$ cat src/rtl/div_job_sequencer.sv
// Job sequencer in front of a sequential divider.
// Accepts one division job at a time, holds the operands on the divider
// inputs, drives the start handshake, classifies the outcome and presents
// it on an output stream that may be backpressured.
//
// Handshakes: a transfer happens on a rising clk edge where valid and ready
// are both 1; valid never waits on ready, and once raised stays high with
// stable payload until the transfer.
module div_job_sequencer #(
    parameter int WIDTH   = 8,
    parameter int TIMEOUT = 64,
    parameter int CNT_W   = 16
) (
    input  logic             clk,
    input  logic             rst,
    input  logic             in_valid,
    output logic             in_ready,
    input  logic [WIDTH-1:0] in_a,
    input  logic [WIDTH-1:0] in_b,
    output logic             div_start,
    output logic [WIDTH-1:0] div_a,
    output logic [WIDTH-1:0] div_b,
    input  logic             div_busy,
    input  logic             div_valid,
    input  logic             div_ovf,
    input  logic [WIDTH-1:0] div_q,
    output logic             out_valid,
    input  logic             out_ready,
    output logic [WIDTH-1:0] out_q,
    output logic [1:0]       out_status,
    output logic [CNT_W-1:0] jobs_done,
    output logic [1:0]       fsm_state
);

    localparam int TW = $clog2(TIMEOUT + 1);

    localparam logic [1:0] ST_OK  = 2'b00;
    localparam logic [1:0] ST_DVZ = 2'b01;
    localparam logic [1:0] ST_OVF = 2'b10;
    localparam logic [1:0] ST_TMO = 2'b11;

    typedef enum logic [1:0] {IDLE, ISSUE, RUN, RESULT} state_t;

    state_t           state;
    state_t           state_next;
    logic [TW-1:0]    timer;
    logic             flag_v;
    logic             flag_o;
    logic [WIDTH-1:0] q_cap;

    // Flag values including this cycle's divider pulses.
    logic             v_now;
    logic             o_now;
    logic [WIDTH-1:0] q_now;
    logic             timer_last;
    logic             done_run;
    logic             timeout_hit;

    // Ready only in IDLE and never while reset is held; depends on state only.
    assign in_ready  = (state == IDLE) && !rst;
    assign out_valid = (state == RESULT);
    assign fsm_state = state;

    // State register.
    always_ff @(posedge clk) begin
        if (rst) state <= IDLE;
        else     state <= state_next;
    end

    // Next-state logic plus completion / timeout decode.
    always_comb begin
        v_now       = flag_v | div_valid;
        o_now       = flag_o | div_ovf;
        q_now       = div_valid ? div_q : q_cap;
        timer_last  = (timer == TW'(TIMEOUT - 1));
        done_run    = (state == RUN) && !div_busy;
        // Completion in the same cycle as the last timer value wins.
        timeout_hit = ((state == ISSUE) || (state == RUN)) && timer_last && !done_run;
        state_next  = state;
        case (state)
            IDLE:    if (in_valid) state_next = ISSUE;
            ISSUE: begin
                if (timeout_hit)   state_next = RESULT;
                else if (div_busy) state_next = RUN;
            end
            RUN:     if (done_run || timeout_hit) state_next = RESULT;
            RESULT:  if (out_ready) state_next = IDLE;
            default: state_next = IDLE;
        endcase
    end

    // Operand, flag, timer, result and counter registers.
    always_ff @(posedge clk) begin
        if (rst) begin
            div_start  <= 1'b0;
            div_a      <= '0;
            div_b      <= '0;
            out_q      <= '0;
            out_status <= ST_OK;
            jobs_done  <= '0;
            flag_v     <= 1'b0;
            flag_o     <= 1'b0;
            q_cap      <= '0;
            timer      <= '0;
        end else begin
            case (state)
                IDLE: begin
                    if (in_valid) begin
                        div_a     <= in_a;
                        div_b     <= in_b;
                        flag_v    <= 1'b0;
                        flag_o    <= 1'b0;
                        q_cap     <= '0;
                        timer     <= '0;
                        div_start <= 1'b1;
                    end
                end
                ISSUE: begin
                    timer <= timer + TW'(1);
                    if (timeout_hit) begin
                        div_start  <= 1'b0;
                        out_status <= ST_TMO;
                        out_q      <= '0;
                    end else if (div_busy) begin
                        div_start <= 1'b0;
                    end
                end
                RUN: begin
                    timer  <= timer + TW'(1);
                    flag_v <= v_now;
                    flag_o <= o_now;
                    q_cap  <= q_now;
                    if (done_run) begin
                        if (o_now) begin
                            out_status <= ST_OVF;
                            out_q      <= '0;
                        end else if (v_now) begin
                            out_status <= ST_OK;
                            out_q      <= q_now;
                        end else begin
                            out_status <= ST_DVZ;
                            out_q      <= '0;
                        end
                    end else if (timeout_hit) begin
                        out_status <= ST_TMO;
                        out_q      <= '0;
                    end
                end
                RESULT: begin
                    if (out_ready) jobs_done <= jobs_done + CNT_W'(1);
                end
                default: ;
            endcase
        end
    end

endmodule

$ cat config.mk
export PLATFORM = sky130hd
export DESIGN_NAME = div_job_sequencer
export DESIGN_NICKNAME = d
export VERILOG_FILES = /design/src/rtl/div_job_sequencer.sv
export SDC_FILE = /design/constraint.sdc
export NUM_CORES = 1
export LEC_CHECK = 0
export BUFFER_PORTS_ARGS = -buffer_cell sky130_fd_sc_hd__clkbuf_2
export CAP_MARGIN = 15
export CORE_MARGIN = 2
export CORE_UTILIZATION = 25
export CTS_BUF_LIST = sky130_fd_sc_hd__clkbuf_8 sky130_fd_sc_hd__clkbuf_16
export CTS_CLUSTER_SIZE = 12
export DETAILED_ROUTE_END_ITERATION = 7
export PLACE_DENSITY = 0.5
export SYNTH_ARGS = -nofsm -noshare
export SYNTH_HDL_FRONTEND = slang
export SYNTH_SLANG_ARGS = --single-unit
$ cat constraint.sdc
create_clock -name clk -period 2.6 [get_ports clk]
set_input_delay 0.78 -clock clk [delete_from_list [all_inputs] [get_ports clk]]
set_output_delay 0.78 -clock clk [all_outputs]
set_load 0.02 [all_outputs]
==> results.txt <==
----------------------------------------------------
[Status]
  Status ... finished, final reports clean

[Global route]
  GR Util All Layers ... 0.1218
  Global route hottest layer ... met2
  Largest net degree at the start of global routing ... between 40 and 50
  Sum of overflow across all layers after global routing ... 0
  Wire length of the first global-routing pass ... roughly 11000 um
  Met1 global-route usage ... 0.1536
  Met2 Track Usage GR ... 0.1925
  Met3 track utilization from global routing ... 0.03586
  Antenna violations before repair ... 0
  Via count of the first global-routing pass ... approximately 2300

[Clock network]
  Root buffer cell ... clkbuf_8
  Clock latency on the worst-skew pair ... about 340 ps
  Hold bufs inserted after CTS ... 0
  Clock transition at the registers of the reported paths ... 70 ps
  TritonCTS clock tree ... yes
  H-tree Lvls ... 3
  Clock Tree Buf Depth ... 2
  Cts bufs inserted ... 9
  CTS-repair resized insts ... 0
  Buffer count from post-CTS setup fixing ... 0
  Clock net sink count ... 62

[Worst setup path]
  Critical Path Fanout Max ... 7
  Required time at the worst-slack endpoint ... 1820 ps
  Worst Setup Start Kind ... register
  Cell at the slowest stage of the critical path ... dfxtp_1
  Start-to-end type of the worst setup path ... reg -> out
  Crit-path leading delay family ... flip-flops
  Highest cell delay on the worst timing path ... 440 ps
  Critical path capture point type ... primary output
  CP Data Arrival Time ... roughly 1500 ps
  Most repeated library cell on the critical path ... inv_1
  Cell-by-cell listing of the critical path ... inv_1, ha_1, inv_1, nor2_1, clkbuf_2
  Worst Path Buf+Inv ... 3

[Timing]
  Aggregate negative setup slack ... 0 ps
  Max-slew violation count ... 0
  Worst-Margin Slew ... 686.2 ps
  RSZ-0062 raised after global routing ... no
  Setup skew after layout ... ~11 ps
  Total of endpoints with negative setup slack in the final report ... 0
  Final worst hold slack ... 454.1 ps
  Share of the cycle needed by the critical path after routing ... 0.8924
  Period minus WS final ... 2320 ps
  Final setup slack of the worst path ... 279.7 ps
  Maximum clock rate ... 431.0 MHz
  Final hold viol count ... 0
  Worst slew margin ... 0.5421

[Route]
  Via count ... 2571
  Antenna Violating Nets Remaining ... 0
  Drt via density ... 4.641
  DRC Markers ... 0
  Routed length per placed instance ... around 13 um
  Total length of routed wires ... 7037 um
  1st-iter DRT viols ... 106
  Number of search-and-repair iterations in the first detailed-routing pass ... 4

[Floorplanning]
  I/O pin count ... 78
  Die X ... 109.1 um
  Initial cell density of the core ... 0.2556
  Core box area ... 10790 um2
  Height of the die ... approximately 110 um
  Row cnt ... 38
  Die area ... ~12000 um2

[Placed design]
  Routability-driven placement congestion ratio ... 0.8262
  Instance area after placement ... 3306 um2
  Pre-CTS setup slack ... 447.5 ps
  Number of input and output port buffers inserted ... just under 80
  Post-DP HPWL ... 5061 um

[Logic synthesis]
  Compound-Gate Fraction of Synth Area ... 0.1678
  Unique cell type count in the Yosys netlist ... 45
  Post-synthesis adder-cell area fraction ... 0.02721
  Sequential cell area fraction in the yosys report ... 0.4499
  Post-Syn Area ... approximately 2800 um2
  EDFF count, synth ... 0
  Post-synthesis instance total ... 330
  Async set or reset register ratio after synthesis ... 0
  Dominant combinational cell family by area after synthesis ... simple AND/OR/NAND/NOR gates
  Share of synthesized area spent on multiplexers ... 0.04263
  Post-Synth Simple-Gate Area ... 0.2399
  Post-synthesis register bit count ... 62
  Net count after synthesis ... 367
  Xor/xnor cell area share of the yosys netlist ... 0.03492
  Syn. warnings ... 0
  Top_reg_cell synth ... dfxtp_1
  Average size of a mapped cell ... approximately 8.4 um2

[Power and ir drop]
  Static leakage ... approximately 1.4 nW
  Pwr Density ... 817.2 nW/um2
  Max rail drop VDD ... 321.3 uV

[Finish]
  Leading cell type in the layout, fill and taps excluded ... clkbuf_2
  Area Overhead vs Synth ... 27.85%
  Antenna cell count ... 0
  Cell area after layout ... between 3000 and 4000 um2
  NumNets Final ... about 450
  Final core utilization ... 0.3268
  Register area ... 1241 um2
  Leading cell types in the layout, fill and taps excluded ... clkbuf_2, dfxtp_1, nand2_1, a21oi_1, nor2_1
  Layout cells sized above 1 ... 0.2826
  Number of filler cells placed in the layout ... 1133
  Area occupied by multi-input gates ... 1414 um2

[Flow run]
  Max-Cap Viols ... 0

[Worst hold path]
  Class of the tightest hold or removal check ... reg -> reg

----------------------------------------------------
-- registers in the layout, summed over array words and instances (netlist names) --
register	flops
div_b	8
timer	7
div_start	1
q_cap	8
out_status	2
fsm_state	2
out_q	8
jobs_done	16
flag_v	1
flag_o	1
div_a	8
-- final cells by class --
cell class / instances / area share
Timing Repair Buffer: 84 / 0.1242
Clock inverter: 7 / 0.02767
Tap cell: 140 / 0.04966
Clock buffer: 9 / 0.03512
Multi-Input combinational cell: 242 / 0.4009
Sequential cell: 62 / 0.3519
Inverter: 10 / 0.01064
-- cell families (layout without fill, tap and decap cells) --
family / Yosys count / count (layout)
compound gates: 77 / 77
xor+xnor: 11 / 11
fa+ha+maj: 6 / 6
buf+inv: 26 / 110
flops: 62 / 62
mux: 11 / 11
simple gates: 137 / 137
-- stage by stage --
step	power, mW	instances
floorplan	1.686	330
global placement	1.963	538
detailed placement	1.969	538
CTS	2.930	554
global route	3.073	554
finish	2.882	554
-- path summary, 6_finish.rpt --
path | start | end | slack, ps | cells past startpoint
worst max-delay path | fsm_state[0] | in_ready | 280 | 5
worst min-delay path | q_cap[1] | q_cap[1] | 450 | 2
worst max register to register | fsm_state[0] | out_q[0] | 470 | 6
worst min register to register | q_cap[1] | q_cap[1] | 450 | 2
-- power breakdown --
part           internal [mW]  switching (mW)  leakage, nW  total, mW
sequential              1.04          0.0649        0.503       1.10
combinational          0.280           0.553        0.792      0.833
clock                  0.543           0.403        0.106      0.945
total                   1.86            1.02         1.40       2.88
-- cells in the mapped netlist, types with 5 or more instances --
| library cell | n | area, um2 |
|---|---|---|
| xor2_1 | 7 | 61.31 |
| mux2_2 | 6 | 67.56 |
| nor3_1 | 7 | 35.03 |
| clkbuf_1 | 10 | 37.54 |
| or2_2 | 6 | 37.54 |
| nor2_1 | 19 | 71.32 |
| mux2i_1 | 5 | 50.05 |
| inv_1 | 10 | 37.54 |
| nand3_1 | 12 | 60.06 |
| o21ai_0 | 16 | 80.08 |
| a21oi_1 | 39 | 195.2 |
| ha_1 | 6 | 75.07 |
| buf_2 | 5 | 25.02 |
| dfxtp_1 | 62 | 1241 |
| o2bb2ai_1 | 8 | 70.07 |
| nand2_1 | 61 | 229.0 |
-- worst min-delay path, cell delays in order (launching register included) --
cell and delay [ps]:
dfxtp_1 310, nand2_1 50, a21oi_1 50
-- routing by layer --
metal / vias up / part of all wire
li1: 1308 / -
met1: 1191 / 0.46
met2: 61 / 0.46
met3: 11 / 0.059
met4: 0 / 0.017
met5: - / 0
No activity file was read; power rests on OpenSTA's default activity.
